File: src/rtl/i2s_tx_serializer.sv
// I2S transmit serializer: single-entry holding buffer feeding per-channel shifters.
// SCLK, LRCK and SDOUT are all registered from one free-running frame counter.
module i2s_tx_serializer #(
    parameter int DATA_WIDTH  = 24,
    parameter int SCLK_DIV    = 4,
    parameter int BITS_PER_CH = 32
) (
    input  logic                  clk,
    input  logic                  resetn,
    input  logic [DATA_WIDTH-1:0] tx_data_l,
    input  logic [DATA_WIDTH-1:0] tx_data_r,
    input  logic                  tx_valid,
    output logic                  tx_ready,
    output logic                  i2s_sclk,
    output logic                  i2s_lrck,
    output logic                  i2s_sdout,
    output logic                  frame_start,
    output logic                  underrun
);

    localparam int FRAME = SCLK_DIV * 2 * BITS_PER_CH;
    localparam int CW    = $clog2(FRAME);
    localparam int PW    = $clog2(SCLK_DIV);
    localparam int SW    = CW - PW;

    localparam logic [CW-1:0] LAST    = CW'(FRAME - 1);
    localparam logic [PW-1:0] HALF    = PW'(SCLK_DIV / 2);
    localparam logic [SW-1:0] R_SLOT  = SW'(BITS_PER_CH);
    localparam logic [SW-1:0] L_FIRST = SW'(1);
    localparam logic [SW-1:0] L_LAST  = SW'(DATA_WIDTH);
    localparam logic [SW-1:0] R_FIRST = SW'(BITS_PER_CH + 1);
    localparam logic [SW-1:0] R_LAST  = SW'(BITS_PER_CH + DATA_WIDTH);

    logic [CW-1:0]         cnt;
    logic [PW-1:0]         phase;
    logic [SW-1:0]         slot;
    logic                  fall;
    logic                  in_l;
    logic                  in_r;
    logic                  full;
    logic [DATA_WIDTH-1:0] hold_l;
    logic [DATA_WIDTH-1:0] hold_r;
    logic [DATA_WIDTH-1:0] sh_l;
    logic [DATA_WIDTH-1:0] sh_r;

    // Slot/phase decode; SCLK_DIV is a power of two so these are bit fields.
    assign phase    = cnt[PW-1:0];
    assign slot     = cnt[CW-1:PW];
    assign fall     = (phase == '0);
    assign in_l     = (slot >= L_FIRST) && (slot <= L_LAST);
    assign in_r     = (slot >= R_FIRST) && (slot <= R_LAST);
    assign tx_ready = ~full;

    // Frame counter, pin registers, holding buffer and frame-boundary transfer.
    always_ff @(posedge clk or negedge resetn) begin
        if (!resetn) begin
            cnt         <= '0;
            full        <= 1'b0;
            hold_l      <= '0;
            hold_r      <= '0;
            sh_l        <= '0;
            sh_r        <= '0;
            i2s_sclk    <= 1'b0;
            i2s_lrck    <= 1'b0;
            i2s_sdout   <= 1'b0;
            frame_start <= 1'b0;
            underrun    <= 1'b0;
        end else begin
            cnt         <= (cnt == LAST) ? '0 : cnt + 1'b1;
            i2s_sclk    <= (phase >= HALF);
            i2s_lrck    <= (slot >= R_SLOT);
            frame_start <= 1'b0;
            underrun    <= 1'b0;

            if (fall) begin
                if (in_l) begin
                    i2s_sdout <= sh_l[DATA_WIDTH-1];
                    sh_l      <= {sh_l[DATA_WIDTH-2:0], 1'b0};
                end else if (in_r) begin
                    i2s_sdout <= sh_r[DATA_WIDTH-1];
                    sh_r      <= {sh_r[DATA_WIDTH-2:0], 1'b0};
                end else begin
                    i2s_sdout <= 1'b0;
                end
            end

            if (tx_valid && !full) begin
                hold_l <= tx_data_l;
                hold_r <= tx_data_r;
                full   <= 1'b1;
            end

            // The last count is never a shift phase, so loading cannot collide.
            if (cnt == LAST) begin
                if (full) begin
                    sh_l        <= hold_l;
                    sh_r        <= hold_r;
                    full        <= 1'b0;
                    frame_start <= 1'b1;
                end else begin
                    sh_l     <= '0;
                    sh_r     <= '0;
                    underrun <= 1'b1;
                end
            end
        end
    end

endmodule
File: config.mk
export PLATFORM = sky130hd
export DESIGN_NAME = i2s_tx_serializer
export DESIGN_NICKNAME = d
export VERILOG_FILES = /design/src/rtl/i2s_tx_serializer.sv
export SDC_FILE = /design/constraint.sdc
export NUM_CORES = 1
export LEC_CHECK = 0
export CORE_MARGIN = 3
export CORE_UTILIZATION = 50
export DETAILED_ROUTE_END_ITERATION = 10
export DONT_BUFFER_PORTS = 1
export GPL_ROUTABILITY_DRIVEN = 1
export PLACE_DENSITY = 0.67
export SLEW_MARGIN = 40
export SYNTH_ARGS = -nofsm -noshare
export SYNTH_HDL_FRONTEND = slang
export SYNTH_SLANG_ARGS = --single-unit
File: constraint.sdc
create_clock -name clk -period 4.4 [get_ports clk]
set_input_delay 0.88 -clock clk [delete_from_list [all_inputs] [get_ports clk]]
set_output_delay 0.88 -clock clk [all_outputs]
set_load 0.05 [all_outputs]
== Word-level counts from Yosys, hierarchy flattened ==
Index checks and enable logic that the tools add are counted.
Widths: inputs -> output; s select.
Operators by class
  magnitude comparators: 6
  reduce and logical (&&, ||, !) cells: 10
  mux-type cells: 19
  equal/unequal tests: 2
  add/sub/neg operators: 1
  bitwise operators: 1
Operators with widths (count)
  $mux 24: 9
  $ge 6x6->1 const B: 2
  $mux 1: 9
  $add 8x1->8 const B: 1
  $eq 8x8->1 const B: 1
  $mux 8: 1
  $ge 6x1->1 const B: 1
  $le 6x5->1 const B: 1
  $le 6x6->1 const B: 1
  $reduce_bool 2->1: 3
  $logic_and 1x1->1: 3
  $reduce_and 3->1: 1
  $ge 2x2->1 const B: 1
  $logic_not 2->1: 1
  $ne 2x1->1 const B: 1
  $reduce_and 2->1: 1
  $logic_not 1->1: 1
  $not 1->1: 1
Word-level totals
  input bits: 51
  register bits after elaboration: 110
  logic and storage cells: 50
  output and inout port bits: 6

== Depth between registers and ports, before layout ==
Gate-level depths: netlist (run 1).
  depth in word-level cells: 6
  depth in mapped cells: 9
  depth with buffers taken out: 5

== Worst setup path after synthesis (run 1) ==
OpenSTA, ideal clock, no wires.
  path kind: input to register
  start: input port tx_valid
  end: register hold_r[10]
  stages on the path: 4
  arrival time: 1.976 ns
  setup slack: 2.299 ns
  setup time: 0.125 ns
  buffers on the path: 2
  required time: 4.275 ns
  cells stage by stage: nor2b_1 buf_2 buf_1 mux2_2
On the way
  longest elaborated chain between the ends: 1
Ends and longest elaborated chain
  start, declared: line 12  | input logic tx_valid,
  $logic_and 1x1->1: line 87  | if (tx_valid && !full) begin
  end signal, assigned: line 89  | hold_r <= tx_data_r;
  end, declared: line 42  | logic [DATA_WIDTH-1:0] hold_r;
Every way passes these cells.
A chain may end at the register's enable or synchronous reset.

== Worst setup path in the final report (run 1) ==
  start: register cnt[1]
  end: register sh_l[18]
On the way
  longest elaborated chain between the ends: 3
  elaborated cells on any way between the ends: 6
  classes of those cells: eq/ne (1); mux (1); reduce/logical (4)
Ends and longest elaborated chain
  start, declared: line 34  | logic [CW-1:0] cnt;
  start signal, assigned: line 69  | cnt <= (cnt == LAST) ? '0 : cnt + 1'b1;
  $eq 8x8->1 or $logic_not 2->1 (tied branches): line 94, 49
  $reduce_bool 2->1 (no source line)
  $reduce_and 2->1 (no source line)
  end signal, assigned: line 78  | sh_l <= {sh_l[DATA_WIDTH-2:0], 1'b0};
  end signal, assigned: line 96  | sh_l <= hold_l;
  end, declared: line 43  | logic [DATA_WIDTH-1:0] sh_l;
Parallel ways exist; a longest one is shown, timed or not.

==> results by group, run 1 <==
Routing
  • WL final: ~8400 um
  • DRT Pass-1 Iters: 4
  • DR vias/cell: roughly 5.3
  • Remaining DRCs: 0
  • DR iter-0 viols: around 190
  • Post-route ant nets: 0
  • WL per Instance: about 16 um
  • Vias: ~2800

Pwr
  • Combinational Power Share: 0.047
  • Clock Power Share: 0.327
  • Sequential Power Share: 0.626
  • Sw frac: 0.2259
  • Maximum vdd drop: between 200 and 300 uV
  • Int Pwr: roughly 1.3 mW
  • P_sw: between 0.3 and 0.4 mW
  • Power Dens Cells: about 320 nW/um^2
  • Lkg Pwr: around 2.3 nW

Timing
  • Worst Max-Slew Pin Slew: 0.8048 ns
  • Worst Clk Skew: about 0.014 ns
  • Final min period: between 2 and 3 ns
  • RSZ-0062 raised after global routing: false
  • Hold Vio Cnt, Final: 0
  • Tcrit/Tclk final: 0.6441
  • Max Freq: 0.3528 GHz
  • Final setup viols: 0
  • Max-slew headroom at the worst pin: 0.4635
  • Setup TNS: 0 ns
  • Fin. max-slew vios: 0

Clocking
  • Clock Path Buffers: 2
  • PostCTS Resize Cnt: 0
  • CTS Sinks: 110
  • Clock Pin Slew Worst Setup and Hold Paths: 0.10 ns
  • Cts-stage hold buffer count: 0
  • H-tree levels: 3
  • Clk Latency, worst-skew pair: between 0.3 and 0.4 ns
  • Root Driver: clkbuf_8
  • Clock tree from TritonCTS: done
  • Setup bufs post-CTS: 0
  • Inserted Clock Buffers: 9

Yosys
  • Async SR Flop Fraction: 1.000
  • #FFs+latches synth: 110
  • Post-synth cell types: 34
  • Synth warn: 0
  • Syn nets: 443
  • Yosys top cell by area: dfrtp_1
  • Cells after Synth: between 300 and 400
  • Mapped cell area: 5092 um^2
  • Dominant cells by area after synthesis: dfrtp_1, mux2i_1, mux2_2
  • Number of enable flip-flop cells after synthesis: 0
  • Primary FF master, synth: dfrtp_1
  • Sequential-to-total area share from yosys stat: 0.5405
  • Post-synth top area share: 0.5405
  • Avg Cell Area, Syn: between 10 and 15 um^2

Global route
  • GRT Util Overall: 0.1609
  • Vias in the first global route: 2990
  • Antenna violations before repair: 0
  • Largest net degree at the start of global routing: between 100 and 150
  • Gr ovfl total: 0
  • First-pass GRT wire length: between 10000 and 15000 um

Worst setup path
  • Crit Path Class: reg -> reg
  • CP required: 4.64 ns
  • Crit path largest cell delay: ~0.80 ns
  • CP dominant cell by count: mux2i_1
  • Top delay family on crit path: simple AND/OR/NAND/NOR gates
  • Max Fanout on Critical Path: 27
  • Worst setup EP type: register
  • Critical-path cell list: ha_1 > and4_1 > and4_2 > buf_4 > mux2i_1 > mux2i_1
  • Buf/Inv on CP: 1
  • Slowest-stage cell, CP: and4_2
  • CP Data Arrival Time: between 3 and 4 ns
  • CP Launch Type: register

Floorplanning
  • Die Width: about 110 um
  • Core Region: about 9800 um^2
  • Starting Density: 0.5186
  • Die height: about 110 um
  • Row Count: 36
  • Top Ports: 57
  • DIE AREA: 11430 um^2

Final layout
  • # nets final: 436
  • Layout cells sized above 1: 0.2617
  • Area delta synth->final: 5.233%
  • FF+latch area: roughly 2800 um^2
  • Fin cells: about 520
  • Multi-input gate area: approximately 2100 um^2
  • Ant. Diodes: 0
  • Fill count: slightly below 900

Place
  • Routability cong.: around 0.76
  • Detailed Place HPWL: approximately 5600 um
  • Placed insts: approximately 500
  • Port buffer count: 0

Outcome
  • Status: finished, final reports clean

Min path
  • Worst min path class: in -> async

Run
  • Max-Cap Viols: 0
path summary, 6_finish.rpt:
path | startpoint | endpoint | slack, ns | cells past startpoint
min | resetn | hold_l[15] | 0.20 | 0
max | cnt[1] | sh_l[18] | 1.57 | 6
max in group asynchronous | resetn | sh_r[16] | 4.07 | 0
max reg2reg | cnt[1] | sh_l[18] | 1.57 | 6
min in group clk | hold_l[0] | sh_l[0] | 0.49 | 1
min reg2reg | hold_l[0] | sh_l[0] | 0.49 | 1
through the flow:
stage	util	hold slack [ns]	worst slack [ns]	power, mW	area, um^2
2_1_floorplan	-	0.4523	2.299	1.170	5092
3_3_place_gp	0.5259	0.4707	1.696	1.188	5164
6_report	0.5457	0.1969	1.566	1.736	5359
3_5_place_dp	0.5274	0.4685	1.551	1.192	5179
4_1_cts	0.5457	0.1650	1.544	1.767	5359
5_1_grt	0.5457	0.1539	1.374	1.824	5359
sequential cells by signal, indices dropped and copies added (netlist names):
name / flops
i2s_sdout: 1
sh_r: 24
hold_r: 24
frame_start: 1
i2s_lrck: 1
underrun: 1
full: 1
sh_l: 24
cnt: 8
hold_l: 24
i2s_sclk: 1
cell usage in the layout, fill, tap and decap left out, types with 2 or more instances in the layout:
| cell type | Yosys | routed |
|---|---|---|
| mux2_2 | 57 | 57 |
| xnor2_1 | 2 | 2 |
| nor2_1 | 8 | 8 |
| mux2i_1 | 69 | 69 |
| nand4_1 | 2 | 2 |
| dfrtp_1 | 110 | 110 |
| clkbuf_8 | 0 | 10 |
| xor2_1 | 3 | 3 |
| mux2_4 | 16 | 16 |
| ha_1 | 3 | 3 |
| inv_6 | 0 | 2 |
| buf_4 | 2 | 4 |
| nand2_1 | 27 | 27 |
| inv_1 | 27 | 27 |
| o31ai_1 | 2 | 2 |
| o2bb2ai_1 | 2 | 2 |
| and2_1 | 23 | 23 |
logic make-up after synthesis:
family          count (synthesis)  synth area share
compound gates                 10           0.01597
xor+xnor                        5          0.008601
fa+ha+maj                       3          0.007372
buf+inv                        50           0.04766
flops                         110            0.5405
mux                           142            0.3088
simple gates                   69           0.07101
power groups by stage:
stage / registers [mW] / logic (mW) / clock network [mW]
after floorplan: 1.10 / 0.0724 / 0
after global placement: 1.11 / 0.0819 / 0
after detailed placement: 1.11 / 0.0838 / 0
after CTS: 1.09 / 0.0840 / 0.595
after global routing: 1.09 / 0.0928 / 0.636
final: 1.09 / 0.0818 / 0.568
worst reg2reg max path, stage by stage, from the launching register on:
cell and delay [ns]:
dfrtp_1 0.45, ha_1 0.24, and4_1 0.31, and4_2 0.80
buf_4 0.51, mux2i_1 0.29, mux2i_1 0.10
cells in the mapped netlist, types with 3 or more instances:
| library cell | instances |
|---|---|
| buf_2 | 5 |
| buf_6 | 4 |
| nand2_1 | 27 |
| ha_1 | 3 |
| mux2_2 | 57 |
| mux2i_1 | 69 |
| dfrtp_1 | 110 |
| buf_1 | 4 |
| and2_1 | 23 |
| clkbuf_1 | 7 |
| inv_1 | 27 |
| nor2_1 | 8 |
| xor2_1 | 3 |
| mux2_4 | 16 |
layer usage:
| layer | global-route usage | vias to the layer above | share of wire |
|---|---|---|---|
| li1 | - | 1308 | - |
| met1 | 0.2141 | 1380 | 0.47 |
| met5 | 0 | - | 0 |
| met4 | 0.03744 | 0 | 0.0095 |
| met3 | 0.05358 | 10 | 0.048 |
| met2 | 0.2572 | 57 | 0.47 |
area by class of cell:
type / instances / share of cell area
clock inverters: 5 / 0.007938
repair buffers: 5 / 0.008405
well taps: 133 / 0.03105
clock buffers: 10 / 0.02568
multi-input cells: 229 / 0.3944
flip-flops and latches: 110 / 0.5137
inverters: 27 / 0.01891
(Power assumes the default switching activity.)
==> inputs of run 2 (changes only) <==
--- a/config.mk
+++ b/config.mk
@@ -10,7 +10,7 @@
 export DETAILED_ROUTE_END_ITERATION = 10
 export DONT_BUFFER_PORTS = 1
 export GPL_ROUTABILITY_DRIVEN = 1
-export PLACE_DENSITY = 0.67
+export PLACE_DENSITY = 0.7
 export SLEW_MARGIN = 40
 export SYNTH_ARGS = -nofsm -noshare
 export SYNTH_HDL_FRONTEND = slang
==> constraint.sdc (replaced) <==
create_clock -name clk -period 2.4 [get_ports clk]
set_input_delay 0.48 -clock clk [delete_from_list [all_inputs] [get_ports clk]]
set_output_delay 0.48 -clock clk [all_outputs]
set_load 0.05 [all_outputs]
==> run 2 against run 1 <==
  * The run now ends with hold timing left
  * Critical path depth stayed put
  * Highest routed layer unchanged
  * Fmax is 35% higher
  * Global-route usage is 0.16 points lower
  * Worst hold slack worse by 0.41 ns
  * Final cell count is 1.3% higher
==> results by group, run 2 (same netlist as run 1, synthesis figures left out) <==
Timing
  • Worst Max-Slew Pin Slew: 0.4833 ns (was 0.8048 ns)
  • Setup TNS: 0 ns (unchanged)
  • Fin. max-slew vios: 0 (unchanged)
  • Max Freq: 0.4752 GHz (was 0.3528 GHz)
  • RSZ-0062 raised after global routing: false (unchanged)
  • Worst Clk Skew: 0.01312 ns (was 0.01419 ns)
  • Tcrit/Tclk final: 0.8769 (was 0.6441)
  • Max-slew headroom at the worst pin: 0.6778 (was 0.4635)
  • WHS: -0.2110 ns (was 0.1969 ns)
  • Post-layout worst setup margin: 0.2955 ns (was 1.566 ns)
  • Final setup viols: 0 (unchanged)
  • Final min period: 2.104 ns (was 2.834 ns)
  • Hold Vio Cnt, Final: 110 (was 0)

Min path
  • Worst min path class: in -> async (unchanged)

Final layout
  • Most common cell after layout, fill and taps aside: dfrtp_1 (unchanged)
  • Ant. Diodes: 0 (unchanged)
  • Most frequent cells in the layout: dfrtp_1, mux2i_1, mux2_2 (unchanged)
  • Fill count: 856 (was 869)
  • FF+latch area: 2753 um^2 (unchanged)
  • # nets final: 442 (was 436)
  • Multi-input gate area: 2113 um^2 (unchanged)
  • Layout cells sized above 1: 0.2723 (was 0.2617)
  • Area delta synth->final: 7.567% (was 5.233%)

Outcome
  • Status: finished, violations left (was finished, final reports clean)
  • Violated checks: hold timing

Worst setup path
  • CP Launch Point: cnt[1] (unchanged)
  • Buf/Inv on CP: 1 (unchanged)
  • Slowest-stage cell, CP: dfrtp_1 (was and4_2)
  • Critical R2R Launch: cnt[1] (unchanged)
  • Worst setup EP type: register (unchanged)
  • Crit Path Class: reg -> reg (unchanged)
  • CP Data Arrival Time: 2.36 ns (was 3.07 ns)
  • CP Launch Type: register (unchanged)
  • CP required: 2.66 ns (was 4.64 ns)
  • Crit path largest cell delay: 0.48 ns (was 0.80 ns)
  • Critical-path cell list: ha_1 > and4_1 > nand4_1 > o21ai_4 > buf_8 > mux2_2 (was ha_1 > and4_1 > and4_2 > buf_4 > mux2i_1 > mux2i_1)
  • Max Fanout on Critical Path: 12 (was 27)
  • Top delay family on crit path: simple AND/OR/NAND/NOR gates (unchanged)

Global route
  • Largest net degree at the start of global routing: 111 (unchanged)
  • Vias in the first global route: 2985 (was 2990)
  • GRT Util Overall: 0.1593 (was 0.1609)
  • Gr ovfl total: 0 (unchanged)
  • First-pass GRT wire length: 14500 um (was 14700 um)
  • Antenna violations before repair: 0 (unchanged)

Floorplanning
  • Core Region: 9819 um^2 (unchanged)
  • DIE AREA: 11430 um^2 (unchanged)
  • Die height: 106.9 um (unchanged)
  • Row Count: 36 (unchanged)
  • Top Ports: 57 (unchanged)
  • Starting Density: 0.5186 (unchanged)
  • Die Width: 106.9 um (unchanged)

Place
  • Detailed Place HPWL: 5561 um (was 5608 um)
  • Port buffer count: 0 (unchanged)
  • Routability cong.: 0.8159 (was 0.7587)
  • Pre-CTS setup slack: 0.1451 ns (was 1.551 ns)

Clocking
  • Clk Latency, worst-skew pair: 0.37 ns (about the same)
  • Inserted Clock Buffers: 9 (unchanged)
  • H-tree levels: 3 (unchanged)
  • PostCTS Resize Cnt: 0 (unchanged)
  • Clock tree from TritonCTS: done (unchanged)
  • Root Driver: clkbuf_8 (unchanged)
  • Clock Pin Slew Worst Setup and Hold Paths: 0.11 ns (was 0.10 ns)
  • Clock Path Buffers: 2 (unchanged)
  • CTS Sinks: 110 (unchanged)

Routing
  • Remaining DRCs: 0 (unchanged)
  • WL per Instance: 15.85 um (was 16.24 um)
  • WL final: 8336 um (was 8430 um)
  • Post-route ant nets: 0 (unchanged)
  • DR iter-0 viols: 89 (was 189)
  • DRT Pass-1 Iters: 4 (unchanged)
  • Vias: 2754 (was 2755)
  • DR vias/cell: 5.236 (was 5.308)

Pwr
  • Power Dens Cells: 598.6 nW/um^2 (was 323.9 nW/um^2)
  • Maximum vdd drop: 471.5 uV (was 287.5 uV)
  • Lkg Pwr: 2.364 nW (was 2.312 nW)

Run
  • Max-Cap Viols: 0 (unchanged)
[run 2: routing by layer]
layer	track usage	wire length (um)	up-vias
met3	0.04816	306	8
met4	0.04110	69	0
met1	0.2080	3836	1393
li1	-	-	1312
met2	0.2608	4123	41
met5	0	0	-
[run 2: cell type report]
type,count,share of cell area
clock buffers,10,0.02330
clock inverters,6,0.01393
multi-input cells,229,0.3858
inverters,27,0.01850
flip-flops and latches,110,0.5025
well taps,133,0.03038
repair buffers,11,0.02558
[run 2: timing repair]
action | in CTS | in global routing
setup buffers | 0 | 1
hold endpoints to repair | 110 | 110
endpoints found under the setup margin | 0 | 5
[run 2: final timing paths]
path                              endpoint  slack, ns  depth (start not counted)
worst max-delay path              sh_l[23]       0.30                          6
worst min-delay path            hold_l[15]      -0.21                          0
worst max register to register    sh_l[23]       0.30                          6
worst min register to register     sh_l[0]       0.49                          1
max in group asynchronous           cnt[1]       2.38                          0
min in group clk                      full       0.23                          2
[run 2: power by group]
| group | total (mW) | internal [mW] | switching (mW) |
|---|---|---|---|
| combinational | 0.147 | 0.102 | 0.0450 |
| sequential | 1.99 | 1.95 | 0.0457 |
| clock | 1.14 | 0.504 | 0.636 |
[run 2: worst register-to-register path, delay by kind of cell, from the launching register on]
family                     cells  cell delay (ns)
and+or+nand+nor                2             0.57
DFF                            1             0.48
muxes                          1             0.35
adders and majority gates      1             0.24
buffers and inverters          1             0.20
AOI/OAI and AO/OA              1             0.17
[run 2: metrics by stage]
step                instance area (um^2)  power [mW]  std cells  hold WS, ns    util
detailed placement                  5254       2.181        509       0.1901  0.5350
floorplan                           5092       2.145        389       0.1844       -
finish                              5478       3.279        526      -0.2110  0.5578
global route                        5478       3.440        526      -0.2520  0.5578
CTS                                 5458       3.341        525      -0.2331  0.5558
global placement                    5239       2.173        508       0.1879  0.5335
